===== src/rtl/target_reset_pattern_gen_pkg.sv =====
// Shared types and constants for the I3C Target Reset Pattern generator.
package target_reset_pattern_gen_pkg;

    localparam int TrPatternToggles = 14;

    typedef enum logic [2:0] {
        TR_IDLE,
        TR_SETUP,
        TR_TOGGLE,
        TR_SCL_HIGH,
        TR_SR,
        TR_STOP,
        TR_DONE
    } target_reset_gen_state_e;

endpackage


===== src/rtl/target_reset_pattern_gen_phase_timer.sv =====
// Loadable down-counter for timed bus phases.
// A load of T gives a phase of T+1 cycles; expired_o marks the phase's last cycle.
module phase_timer #(
    parameter int CntW = 16
) (
    input  logic            clk_i,
    input  logic            rst_i,
    input  logic            load_i,
    input  logic [CntW-1:0] load_val_i,
    output logic            expired_o
);

    logic [CntW-1:0] count_q;

    always_ff @(posedge clk_i or posedge rst_i) begin
        if (rst_i) begin
            count_q <= '0;
        end else if (load_i) begin
            count_q <= load_val_i;
        end else if (count_q != '0) begin
            count_q <= count_q - 1'b1;
        end
    end

    assign expired_o = (count_q == '0);

endmodule


===== src/rtl/target_reset_pattern_gen.sv =====
// Drives the I3C Target Reset Pattern: 14 SDA toggles with SCL low, then Sr, then P.
// While busy this block owns the SCL/SDA drive values.
//
// state       | meaning
// ------------+---------------------------------------------------------
// TR_IDLE     | lines released, waiting for req & enable & bus idle
// TR_SETUP    | SCL pulled low, SDA released, one t_low phase
// TR_TOGGLE   | SCL low, SDA toggles once per t_low phase (k = 1..14)
// TR_SCL_HIGH | SCL released with SDA high, one t_high phase
// TR_SR       | SDA pulled low while SCL high (repeated START)
// TR_STOP     | SDA released while SCL high (STOP)
// TR_DONE     | one-cycle completion pulse
module target_reset_pattern_gen
    import target_reset_pattern_gen_pkg::*;
#(
    parameter int CntW       = 16,
    parameter int NumToggles = TrPatternToggles
) (
    input  logic            clk_i,
    input  logic            rst_i,
    input  logic            enable_i,
    input  logic            req_i,
    input  logic            bus_idle_i,
    input  logic [CntW-1:0] t_low_i,
    input  logic [CntW-1:0] t_high_i,
    output logic            busy_o,
    output logic            done_o,
    output logic            abort_o,
    output logic            scl_o,
    output logic            sda_o
);

    localparam logic [3:0] KLast = 4'(NumToggles);

    target_reset_gen_state_e state_q, state_d;
    logic [3:0]      k_q, k_d;
    logic [CntW-1:0] t_low_q, t_high_q;
    logic            abort_q, abort_d;
    logic            accept;
    logic            tmr_load;
    logic [CntW-1:0] tmr_val;
    logic            tmr_expired;

    phase_timer #(.CntW(CntW)) u_phase_timer (
        .clk_i      (clk_i),
        .rst_i      (rst_i),
        .load_i     (tmr_load),
        .load_val_i (tmr_val),
        .expired_o  (tmr_expired)
    );

    assign accept = (state_q == TR_IDLE) && req_i && enable_i && bus_idle_i;

    always_ff @(posedge clk_i or posedge rst_i) begin
        if (rst_i) begin
            state_q  <= TR_IDLE;
            k_q      <= '0;
            abort_q  <= 1'b0;
            t_low_q  <= '0;
            t_high_q <= '0;
        end else begin
            state_q <= state_d;
            k_q     <= k_d;
            abort_q <= abort_d;
            if (accept) begin
                t_low_q  <= t_low_i;
                t_high_q <= t_high_i;
            end
        end
    end

    always_comb begin
        state_d  = state_q;
        k_d      = k_q;
        abort_d  = 1'b0;
        tmr_load = 1'b0;
        tmr_val  = t_low_q;
        case (state_q)
            TR_IDLE: begin
                if (accept) begin
                    state_d  = TR_SETUP;
                    tmr_load = 1'b1;
                    tmr_val  = t_low_i;
                end
            end
            TR_SETUP: begin
                if (tmr_expired) begin
                    state_d  = TR_TOGGLE;
                    k_d      = 4'd1;
                    tmr_load = 1'b1;
                end
            end
            TR_TOGGLE: begin
                if (tmr_expired) begin
                    tmr_load = 1'b1;
                    if (k_q == KLast) begin
                        state_d = TR_SCL_HIGH;
                        tmr_val = t_high_q;
                    end else begin
                        k_d = k_q + 4'd1;
                    end
                end
            end
            TR_SCL_HIGH: begin
                if (tmr_expired) begin
                    state_d  = TR_SR;
                    tmr_load = 1'b1;
                    tmr_val  = t_high_q;
                end
            end
            TR_SR: begin
                if (tmr_expired) begin
                    state_d  = TR_STOP;
                    tmr_load = 1'b1;
                    tmr_val  = t_high_q;
                end
            end
            TR_STOP: begin
                if (tmr_expired) begin
                    state_d = TR_DONE;
                end
            end
            TR_DONE: begin
                state_d = TR_IDLE;
                k_d     = '0;
            end
            default: begin
                state_d = TR_IDLE;
                k_d     = '0;
            end
        endcase

        // Done always completes; any other active state is abandoned when disabled.
        if (!enable_i && state_q != TR_IDLE && state_q != TR_DONE) begin
            state_d  = TR_IDLE;
            k_d      = '0;
            abort_d  = 1'b1;
            tmr_load = 1'b1;
            tmr_val  = '0;
        end
    end

    always_comb begin
        scl_o = 1'b1;
        sda_o = 1'b1;
        case (state_q)
            TR_SETUP:  scl_o = 1'b0;
            TR_TOGGLE: begin
                scl_o = 1'b0;
                sda_o = ~k_q[0];
            end
            TR_SR:     sda_o = 1'b0;
            default: ;
        endcase
    end

    assign busy_o  = (state_q != TR_IDLE);
    assign done_o  = (state_q == TR_DONE);
    assign abort_o = abort_q;

endmodule


===== config.mk =====
export PLATFORM = sky130hd
export DESIGN_NAME = target_reset_pattern_gen
export DESIGN_NICKNAME = d
export VERILOG_FILES = /design/src/rtl/target_reset_pattern_gen_pkg.sv /design/src/rtl/target_reset_pattern_gen_phase_timer.sv /design/src/rtl/target_reset_pattern_gen.sv
export SDC_FILE = /design/constraint.sdc
export NUM_CORES = 1
export LEC_CHECK = 0
export BUFFER_PORTS_ARGS = -buffer_cell sky130_fd_sc_hd__buf_2
export CORE_MARGIN = 4
export CORE_UTILIZATION = 45
export CTS_BUF_LIST = sky130_fd_sc_hd__clkbuf_8
export DETAILED_ROUTE_END_ITERATION = 6
export GPL_ROUTABILITY_DRIVEN = 0
export SLEW_MARGIN = 0
export SYNTH_ARGS = -nofsm -noshare
export SYNTH_HDL_FRONTEND = slang
export SYNTH_HIERARCHICAL = 1
export SYNTH_SLANG_ARGS = --single-unit

===== constraint.sdc =====
create_clock -name clk_i -period 3.9 [get_ports clk_i]
set_input_delay 0.195 -clock clk_i [delete_from_list [all_inputs] [get_ports clk_i]]
set_output_delay 0.195 -clock clk_i [all_outputs]
set_load 0.1 [all_outputs]

==> results by group <==
Power and ir drop
  – Worst vdd ir: 232 µV
  – Power Density: 468 nW/µm²
  – Leak: 0.00161 µW

Cells and area
  – Commonest non-fill, non-tap cell in the layout: dfrtp_1
  – Final non-filler cell total: 457
  – Number of antenna diodes: 0
  – Commonest cells after routing, fill and taps aside: dfrtp_1, mux2_2, buf_2, nand2_1, a21oi_1
  – Design Area, Final: 3710 µm²
  – Layout cell share with drive strength beyond 1: 33.2%
  – Filler cells: 671
  – NumNets Final: 397
  – Fin util: 51.2%
  – Area growth syn-to-layout: 10.6%

Synthesis
  – Number of synthesized flops with an enable pin: 0
  – Netlist cell types: 55
  – Post-Syn Area: 3360 µm²
  – Top FF cell, synth: dfrtp_1
  – Cells after Synth: 323
  – Asr flop ratio synth: 100%
  – Sequential area share after synthesis: 41.7%
  – Synth Register Bits: 56
  – Syn nets: 363
  – Ys Warns: 6
  – Syn_area_per_cell: 10.4 µm²

GRT
  – First-pass GRT wire length: 12300 µm
  – Global Route Usage Sum: 17.3%
  – Global route total overflow: 0
  – Largest net degree at the start of global routing: 33
  – Vias in the first global route: 2483
  – Initial antenna violation count: 0

Worst setup path
  – Worst setup SP type: flip-flop
  – CP endpoint kind: flip-flop
  – Crit path required time: 4070 ps
  – Worst Setup SP: u_phase_timer/count_q[0]$_DFFE_PP0P_
  – Max FO, Critical Path: 16
  – Critical R2R Launch: u_phase_timer/count_q[0]$_DFFE_PP0P_
  – Worst path arrival time: 3240 ps
  – Crit Path Category: flip-flop to flip-flop

STA
  – Post-route minimum period: 3070 ps
  – Hold Violations, Final: 0
  – Max Slew Vio Count: 0
  – Worst Skew: 6.30 ps
  – Max_slew headroom: 42.6%
  – Setup TNS: 0 ps
  – Final-report setup violation count: 0
  – Final worst-path cycle share: 78.8%
  – FMAX: 0.326 GHz
  – Setup WS post-layout: 828 ps
  – Worst-margin pin slew: 858 ps
  – RSZ-0062 raised after global routing: false

Clock network
  – Clock Tree Buf Depth: 2
  – CTS buffer count: 5
  – TritonCTS Sinks: 56
  – Root buf cell: clkbuf_8
  – Clock insertion delay at the later pin of the skew report: 300 ps
  – CTS HTree Levels: 2
  – Clock Pin Slew Worst Setup and Hold Paths: 100 ps
  – CTS tree: yes

Floorplan
  – Die X: 94.4 µm
  – Core Footprint: 7250 µm²
  – IO Count: 42
  – Die Height: 94.4 µm
  – Initial core utilization: 46.3%
  – Die ar.: 8910 µm²
  – FP Rows: 31

Route
  – Post-route DRC: 0
  – Via count: 2453
  – Routed WL: 7250 µm
  – 1st-iter DRT viols: 69
  – Wirelength per Cell: 15.9 µm
  – Router iterations before antenna repair: 4
  – Remaining antenna violation count: 0
  – Drt via density: 5.37

Placement
  – I/O Buffers: 41
  – Worst slack at placement: 838 ps
  – Post-DP Area: 3620 µm²
  – Placed Instances: 448
  – DP Wirelength: 5070 µm

Hold path
  – HP Class: primary input to flip-flop
  – Min-delay src: t_low_i[1]

Run
  – # Max-Cap Violations: 0

Run status
  – Status: finished, final reports clean
-- per-layer routing --
| layer | GRT usage, % | up-vias | part of all wire [%] |
|---|---|---|---|
| met5 | 0 | - | 0 |
| met4 | 3.49 | 0 | 0.43 |
| met1 | 25.0 | 1183 | 49 |
| met3 | 2.31 | 4 | 2.8 |
| met2 | 28.1 | 36 | 48 |
| li1 | - | 1230 | - |
-- cell usage after synthesis (3+ instances only) --
master / instances / area [µm²]
nand3_1: 4 / 20.0
a21oi_1: 34 / 170
mux2i_1: 3 / 30.0
nor2_1: 9 / 33.8
mux2_2: 48 / 541
o21ai_0: 4 / 20.0
buf_2: 11 / 55.1
inv_1: 10 / 37.5
nand2b_1: 4 / 25.0
o31ai_1: 3 / 22.5
nor3_1: 7 / 35.0
o21ai_1: 4 / 20.0
buf_6: 3 / 33.8
nand3b_1: 3 / 22.5
xnor2_1: 10 / 87.6
nand4b_1: 3 / 26.3
ha_1: 3 / 37.5
nor3_2: 3 / 30.0
a22oi_1: 16 / 120
dfrtp_1: 56 / 1400
nand2_1: 40 / 150
clkbuf_1: 5 / 18.8
-- critical path, stage by stage (launching register included) --
cell,delay [ps]
dfrtp_1,400
inv_1,90
ha_1,230
nor3b_2,420
nand4b_4,210
nor2_4,330
nand2_1,170
a21oi_1,190
a311o_1,340
inv_1,270
o311ai_1,160
o211ai_1,130
-- sequential cells by signal, indices dropped and copies added (netlist names) --
register,flops
t_low_q,16
k_q,4
u_phase_timer/count_q,16
abort_o,1
t_high_q,16
state_q,3
-- cell families after synthesis --
| kind of cell | synth area share, % |
|---|---|
| AND/OR/NAND/NOR | 16.4 |
| XOR/XNOR | 3.13 |
| adder cells (fa/ha/maj) | 1.12 |
| multiplexers | 17.7 |
| buffers and inverters | 4.55 |
| AO/OA/AOI/OAI | 15.4 |
| flip-flops | 41.7 |
-- final cells by class --
type | count | area (µm²) | share of cell area (%)
clock buffer | 5 | 68.8 | 1.85
tap | 99 | 124 | 3.33
clock inverter | 3 | 20.0 | 0.539
sequential | 56 | 1400 | 37.7
timing repair buffer | 47 | 253 | 6.80
inverter | 10 | 37.5 | 1.01
multi-input combinational | 237 | 1810 | 48.7
-- per-stage QoR --
step | hold WS [ps] | power [µW]
6_report | 111 | 1740
5_1_grt | 96.9 | 1870
4_1_cts | 101 | 1760
3_5_place_dp | 323 | 1440
3_3_place_gp | 324 | 1420
2_1_floorplan | 109 | 1310
-- where the power goes --
part           total, µW  internal [µW]  switching, µW
registers            892            735            157
clock network        314            126            188
logic                534            285            249
-- repair_timing --
item,in CTS,in global routing
resized for setup,0,0
endpoints found under the hold margin,31,0
hold buffers,1,0
buffers inserted,0,0
-- path summary, 6_finish.rpt --
check                                                              to  slack (ps)  depth (start not counted)
worst min register to register               t_high_q[12]$_DFFE_PP0N_         520                          1
max in group asynchronous                       t_low_q[14]$_DFF_PP0_        2580                          4
worst max register to register  u_phase_timer/count_q[14]$_DFFE_PP0P_         830                         11
worst min-delay path                             t_low_q[1]$_DFF_PP0_         110                          2
worst max-delay path            u_phase_timer/count_q[14]$_DFFE_PP0P_         830                         11
min in group asynchronous        u_phase_timer/count_q[4]$_DFFE_PP0P_         540                          3
No activity file was read; power rests on OpenSTA's default activity.
